$ cat src/rtl/ling_serial_subtractor.sv
// ling_serial_subtractor
// Multi-precision unsigned subtractor, D = A - B, one byte per beat, LSB first.
// Each beat runs an 8-bit sparse-4 Ling sum slice computing a + ~b + c_in; the
// carry-out is kept as the inverted borrow for the next byte of the operand.
// The final beat of each operand also reports the borrow (A < B) and a zero flag (A == B).
//
// Ports:
//   clk, rst              clock, synchronous active-high reset
//   in_valid/in_ready     input handshake; in_a/in_b are the minuend/subtrahend bytes
//   out_valid/out_ready   output handshake; single registered output stage
//   out_diff              difference byte
//   out_last              beat is byte WORDS-1 of the operand
//   out_borrow, out_zero  operand flags, meaningful only with out_last (0 otherwise)
//
// state | meaning
// FIRST | expecting byte 0 of an operand; carry-in forced to 1 (no borrow)
// MID   | inside an operand; carry-in taken from the carry register
module ling_serial_subtractor #(
  parameter int WORDS = 4
) (
  input  logic       clk,
  input  logic       rst,
  input  logic       in_valid,
  output logic       in_ready,
  input  logic [7:0] in_a,
  input  logic [7:0] in_b,
  output logic       out_valid,
  input  logic       out_ready,
  output logic [7:0] out_diff,
  output logic       out_last,
  output logic       out_borrow,
  output logic       out_zero
);

  localparam int CW = (WORDS > 1) ? $clog2(WORDS) : 1;
  localparam logic [CW-1:0] LAST_IDX = CW'(WORDS - 1);

  typedef enum logic {FIRST, MID} state_t;

  state_t        state;
  logic [CW-1:0] cnt;
  logic          carry;
  logic          zacc;

  logic       in_fire;
  logic       is_last;
  logic       cin;
  logic [7:0] bn, g, p, x;
  logic       g10, p10, g54, p54;
  logic       h3, h7;
  logic [8:0] c;
  logic [7:0] diff;
  logic       nz;

  assign in_ready = ~out_valid | out_ready;
  assign in_fire  = in_valid & in_ready;
  assign is_last  = (cnt == LAST_IDX);
  assign cin      = (state == FIRST) ? 1'b1 : carry;

  // Bitwise generate / propagate / half-sum against the inverted subtrahend.
  assign bn = ~in_b;
  assign g  = in_a & bn;
  assign p  = in_a | bn;
  assign x  = in_a ^ bn;

  // Pair-wise group terms.
  assign g10 = g[1] | (p[1] & g[0]);
  assign p10 = p[1] & p[0];
  assign g54 = g[5] | (p[5] & g[4]);
  assign p54 = p[5] & p[4];

  // Ling pseudo-carries at bits 3 and 7; the real carry is p & h, and the
  // group carry-in (cin, then c[4]) is folded into the group term.
  assign h3 = g[3] | g[2] | (p[2] & (g10 | (p10 & cin)));
  assign c[4] = p[3] & h3;
  assign h7 = g[7] | g[6] | (p[6] & (g54 | (p54 & c[4])));
  assign c[8] = p[7] & h7;

  // Intra-nibble carries rippled from each sparse carry.
  assign c[0] = cin;
  assign c[1] = g[0] | (p[0] & cin);
  assign c[2] = g10 | (p10 & cin);
  assign c[3] = g[2] | (p[2] & c[2]);
  assign c[5] = g[4] | (p[4] & c[4]);
  assign c[6] = g54 | (p54 & c[4]);
  assign c[7] = g[6] | (p[6] & c[6]);

  assign diff = x ^ c[7:0];
  assign nz   = |diff;

  always_ff @(posedge clk) begin
    if (rst) begin
      state      <= FIRST;
      cnt        <= '0;
      carry      <= 1'b0;
      zacc       <= 1'b0;
      out_valid  <= 1'b0;
      out_diff   <= 8'h00;
      out_last   <= 1'b0;
      out_borrow <= 1'b0;
      out_zero   <= 1'b0;
    end else if (in_fire) begin
      out_valid <= 1'b1;
      out_diff  <= diff;
      out_last  <= is_last;
      carry     <= c[8];
      if (is_last) begin
        state      <= FIRST;
        cnt        <= '0;
        out_borrow <= ~c[8];
        out_zero   <= ~(zacc | nz);
        zacc       <= 1'b0;
      end else begin
        state      <= MID;
        cnt        <= cnt + CW'(1);
        out_borrow <= 1'b0;
        out_zero   <= 1'b0;
        zacc       <= zacc | nz;
      end
    end else if (out_ready) begin
      out_valid <= 1'b0;
    end
  end

endmodule
$ cat config.mk
export PLATFORM = sky130hd
export DESIGN_NAME = ling_serial_subtractor
export DESIGN_NICKNAME = d
export VERILOG_FILES = /design/src/rtl/ling_serial_subtractor.sv
export SDC_FILE = /design/constraint.sdc
export NUM_CORES = 1
export LEC_CHECK = 0
export CAP_MARGIN = 20
export CORE_MARGIN = 4
export CORE_UTILIZATION = 47
export DETAILED_ROUTE_END_ITERATION = 10
export GPL_TIMING_DRIVEN = 0
export MAX_ROUTING_LAYER = met4
export PLACE_DENSITY = 0.75
export SYNTH_ARGS = -nofsm -noshare
export SYNTH_HDL_FRONTEND = slang
export SYNTH_SLANG_ARGS = --single-unit
$ cat constraint.sdc
create_clock -name clk -period 3.2 [get_ports clk]
set_input_delay 0.48 -clock clk [delete_from_list [all_inputs] [get_ports clk]]
set_output_delay 0.48 -clock clk [all_outputs]
set_load 0.05 [all_outputs]
== Word level (Yosys, flattened, before mapping) ==
Cells that the tools add are included.

* Input bits: 20
* Register bits after elaboration: 17

* Reduce and logical (&&, ||, !) cells: 2
* Eq/ne operators: 1
* $add $sub $neg: 1
* Mux-type cells: 8
* Bitwise logic cells: 35

{| class="wikitable"
|+ Operator list
! operator !! count
|-
| $xor 8x8->8 || 2
|-
| $or 1x1->1 || 14
|-
| $and 1x1->1 || 13
|-
| $and 8x8->8 || 1
|-
| $not 8->8 || 1
|-
| $or 8x8->8 || 1
|-
| $reduce_or 8->1 || 1
|-
| $mux 1 || 7
|-
| $not 1->1 || 3
|-
| $add 2x1->2 const B || 1
|-
| $eq 2x2->1 const B || 1
|-
| $mux 2 || 1
|-
| $reduce_bool 2->1 || 1
|}

== Logic depth before layout (Yosys ltp) ==
* Depth in word-level cells: 17
* Mapped depth: 12
* Gate-level depth less buffers: 12

== Worst setup path before layout ==
No wires, ideal clock.

* Path kind: input port to flip-flop
* Start: in in_a[0]
* End: reg zacc
* Required time: 3.130 ns
* Stages on the path: 10
* Library setup time: 0.070 ns
* Setup slack: 0.577 ns
* Arrival: 2.553 ns
* Buffers on the path: 0
* Path through: inv_1 -> ha_1 -> o311a_4 -> o41a_1 -> fa_1 -> xor2_1 -> nand4_1 -> nor3_1 -> or3_1 -> a21oi_1

* Word-level cells in the longest chain between the ends: 15
* Elaborated cells between the ends (all ways): 24
* Those cells by class: 1 x mux; 22 x bitwise; 1 x reduce/logical

{| class="wikitable"
|+ Ends and longest elaborated chain
! element !! RTL line !! source
|-
| from (decl) || 25 || <nowiki>input logic [7:0] in_a,</nowiki>
|-
| $and 8x8->8 / $or 8x8->8 (equally long branches) || 62, 63 ||
|-
| $and 1x1->1, on equally long branches || 67, 68 ||
|-
| $or 1x1->1 / $and 1x1->1 (equally long branches) || 67, 74, 82 ||
|-
| $or 1x1->1 || 74, 82 ||
|-
| $and 1x1->1 || 74, 83 ||
|-
| $or 1x1->1 || 74 || <nowiki>assign h3 = g[3] | g[2] | (p[2] & (g10 | (p10 & cin)));</nowiki>
|-
| $and 1x1->1 || 75 || <nowiki>assign c[4] = p[3] & h3;</nowiki>
|-
| $and 1x1->1 || 85 || <nowiki>assign c[6] = g54 | (p54 & c[4]);</nowiki>
|-
| $or 1x1->1 || 85 ||
|-
| $and 1x1->1 || 86 || <nowiki>assign c[7] = g[6] | (p[6] & c[6]);</nowiki>
|-
| $or 1x1->1 || 86 ||
|-
| $xor 8x8->8 * || 88 || <nowiki>assign diff = x ^ c[7:0];</nowiki>
|-
| $reduce_or 8->1 * || 89 || <nowiki>assign nz = |diff;</nowiki>
|-
| $or 1x1->1 * || 118 || <nowiki>zacc <= zacc | nz;</nowiki>
|-
| $mux 1 * || 107 || <nowiki>if (is_last) begin</nowiki>
|-
| to (signal assigned) || 118 ||
|-
| to (decl) || 43 || <nowiki>logic zacc;</nowiki>
|}

Every way passes the cells marked *; elsewhere a longest branch is shown, timed or not.
A chain may end at the register's enable or synchronous reset.

== Final worst setup path ==
* Start: in in_a[0]
* End: reg out_zero

* Word-level cells in the longest chain between the ends: 16
* Elaborated cells between the ends (all ways): 25
* Those cells by class: 1 x mux; 23 x bitwise; 1 x reduce/logical

{| class="wikitable"
|+ Ends and longest elaborated chain
! element !! RTL line !! source
|-
| $and 8x8->8 / $or 8x8->8 (equally long branches) || 62, 63 ||
|-
| $and 1x1->1, on equally long branches || 67, 68 ||
|-
| $or 1x1->1 / $and 1x1->1 (equally long branches) || 67, 74, 82 ||
|-
| $or 1x1->1 || 74, 82 ||
|-
| $and 1x1->1 || 74, 83 ||
|-
| $or 1x1->1 || 74 ||
|-
| $and 1x1->1 || 75 ||
|-
| $and 1x1->1 || 85 ||
|-
| $or 1x1->1 || 85 ||
|-
| $and 1x1->1 || 86 ||
|-
| $or 1x1->1 || 86 ||
|-
| $xor 8x8->8 * || 88 ||
|-
| $reduce_or 8->1 * || 89 ||
|-
| $or 1x1->1 * || 111 || <nowiki>out_zero <= ~(zacc | nz);</nowiki>
|-
| $not 1->1 * || 111 ||
|-
| $mux 1 * || 107 ||
|-
| to (signal assigned) || 111 ||
|-
| to (decl) || 32 || <nowiki>output logic out_zero</nowiki>
|}

Marked as above.

==> metrics.yaml <==
sta:
  setup_viol: 0
  hold_viol: 0
  setup_ws_ns: 0.250
  hold_slack_ns: 0.382
  period_share_pct: 92.2
  min_period_ns: 2.95
  max-slew-margin-rel_pct: 66.8
  worst_slew_pin_slew_ns: 0.496
  slew_viol_final: 0
  fin_skew_ns: 0.0152
  clock.fmax_ghz: 0.339
  rsz0062_at_grt: "false"
global_route:
  grt_pass1_wl_mm: 3.91
  grt_overflow: 0
  grt_max_degree: 11
  grt_usage_pct: 15.3
  grt_pass1_vias: 960
  antenna_found_initial: 0
floorplan:
  dieArea_um2: 3290
  coreArea_um2: 2280
  io-pin-count: 33
  die_x_um: 57.4
  rows: 17
  die_height_um: 57.4
  initial_core_util_pct: 50.4
hold_path:
  whs_endpoint: "carry$_SDFFE_PP0P_"
  worst_hold_path_type: "input pin to flop"
  min_from: "rst"
  hold_depth: 2
clocking:
  hold_buffers: 0
  clkTransAtPathRegs_ns: 0.11
  cts_sinks: 17
  root_buffer: "clkbuf_4"
  postCtsSetupBuffers: 0
  clock_latency_ns: 0.31
  cts_max_path_buffers: 2
  cts_buffers: 3
  ctsResizeCount: 0
  cts_max_level: 1
  cts_tree: "built"
power_and_ir_drop:
  powerDensity_nw_per_um2: 366
  ir_drop_mv: 0.246
  finalPower_mw: 0.556
  leakage_nw: 0.694
logic_synthesis:
  synth.distinct_cells: 28
  synth_common_cells: "19 x inv_1, 17 x dfxtp_1, 17 x ha_1, 17 x nor2_1, 12 x a21oi_1"
  synthCells: 130
  synth.largest_area_cell: "dfxtp_1"
  synth_top_area_share_pct: 29.7
  yosys_warnings: 0
  avgSynthCellArea_um2: 8.82
  async_flop_share_pct: 0
  ys_ff_latch: 17
  yosysMostFrequentCell: "inv_1"
  synth_edf_count: 0
  netlist_area_um2: 1150
  syn_nets: 171
  synth_seq_area_share_pct: 29.7
  synth_area_leaders: "dfxtp_1 30%, ha_1 19%, fa_1 7.0%"
  ys_dominant_reg_cell: "dfxtp_1"
place:
  io_buffers: 31
  place_ws_ns: -0.0864
  hpwl_mm: 1.91
  routabilityCongestion: 0.854
worst_setup_path:
  cp-end-kind: "flop"
  worstPathCellList: "clkdlybuf4s50_1 > inv_1 > ha_1 > o311a_4 > o41a_1 > fa_1 > xor2_1 > nand4_1 > nor3_1 > nand3_1 > a21oi_1"
  cp-start-kind: "input pin"
  slowest_stage: "clkdlybuf4s50_1"
  critical_path_arrival_ns: 3.20
  reg2reg_from: "carry$_SDFFE_PP0P_"
  critPathRequiredTime_ns: 3.45
  crit_path_max_incr_delay_ns: 0.49
  r2r_end: "out_zero$_SDFFE_PP0P_"
  critPathKind: "input pin to flop"
  cp_max_fo: 3
  reg2regPathDepth: 9
  r2r_slack_ns: 0.80
drt:
  finalWirelength_mm: 2.24
  first_pass_iters: 4
  avgRoutedWirePerCell_um: 11.6
  dr_wl_met2_mm: 1.13
  drt-met1-wl_um: 936
  top_layer: "met4"
  vias: 976
  drtAntennaViolNets: 0
  vias_per_cell: 5.06
  drc_errors: 0
  drtIter0Drc: 14
  met3_length_um: 135
final_layout:
  drive_gt1_share_pct: 6.67
  nets: 207
  num_antenna_cells: 0
  area_growth_syn_to_layout_pct: 32.5
run_status:
  outcome: "finished, final reports clean"
flow_run:
  maxCapViolCount: 0
==> critical path, delay by kind of cell <==
kind,cells,cell delay (ns)
and+or+nand+nor,3,0.43
AOI/OAI and AO/OA,3,0.93
buffers and inverters,2,0.57
adders and majority gates,2,0.60
xor gates and xnor gates,1,0.18
==> area by class of cell <==
cell class / instances / area [um2]
Fill cell: 192 / 757
Clock buffer: 3 / 22.5
Sequential cell: 17 / 340
Clock inverter: 1 / 5.00
Timing Repair Buffer: 31 / 310
Tap cell: 28 / 35.0
Multi-Input combinational cell: 89 / 696
Buffer: 5 / 38.8
Inverter: 19 / 71.3
==> logic make-up after synthesis <==
family | after synthesis | synth area share (%)
XOR/XNOR | 4 | 3.06
flip-flops | 17 | 29.7
buffers and inverters | 24 | 9.61
AO/OA/AOI/OAI | 24 | 14.0
adder cells (fa/ha/maj) | 21 | 25.5
AND/OR/NAND/NOR | 40 | 18.1
==> cell usage in the layout (no fill, tap or decap) <==
master	netlist	final
or2b_1	1	1
ha_1	17	17
o22ai_1	1	1
clkdlybuf4s50_1	0	31
nand2b_4	1	1
and2_0	1	1
or3_1	1	1
and3_1	1	1
nand2b_1	2	2
inv_1	19	19
o41a_1	1	1
nand2_1	7	7
nand3_1	1	1
a211oi_1	4	4
nor2_1	17	17
or4_1	2	2
fa_1	4	4
a21oi_1	12	12
o21ai_0	4	4
nor3_1	2	2
o311a_2	1	1
clkbuf_4	0	3
nand4_1	2	2
xor2_1	4	4
clkinv_2	0	1
or2_4	1	1
dfxtp_1	17	17
o311a_4	1	1
nor2b_4	1	1
clkbuf_8	2	2
clkbuf_1	3	3
==> registers in the layout, summed over array words and instances, names as in the netlist <==
name / cells
state: 1
out_diff: 8
out_valid: 1
carry: 1
out_last: 1
cnt: 2
out_zero: 1
out_borrow: 1
zacc: 1
==> stage by stage <==
step	instance area (um2)	TNS, ns	utilization [%]	cells
floorplan	1150	0	-	130
global placement	1490	-0.156	65.5	189
detailed placement	1490	-0.150	65.5	189
CTS	1520	0	66.7	193
global route	1520	0	66.7	193
finish	1520	0	66.7	193
==> report_power, final <==
group / internal (mW) / switching (mW)
clock: 0.0467 / 0.0712
sequential: 0.228 / 0.00946
combinational: 0.0879 / 0.112
==> worst max-delay path by stage <==
stage                       start                    end  slack, ns  depth (start not counted)
after floorplan           in_a[0]      zacc$_SDFFE_PP0P_       0.58                         10
after global placement    in_a[1]  out_zero$_SDFFE_PP0P_      -0.09                         11
after detailed placement  in_a[1]  out_zero$_SDFFE_PP0P_      -0.09                         11
after CTS                 in_a[0]  out_zero$_SDFFE_PP0P_       0.24                         11
after global routing      in_a[1]  out_zero$_SDFFE_PP0P_       0.04                         11
final                     in_a[0]  out_zero$_SDFFE_PP0P_       0.25                         11
==> layer usage <==
metal	track usage, %	up-vias
met5	-	-
met4	6.95	0
met3	2.94	6
met2	27.1	28
met1	16.2	449
li1	-	493
Power figures use the tool's default switching activity.
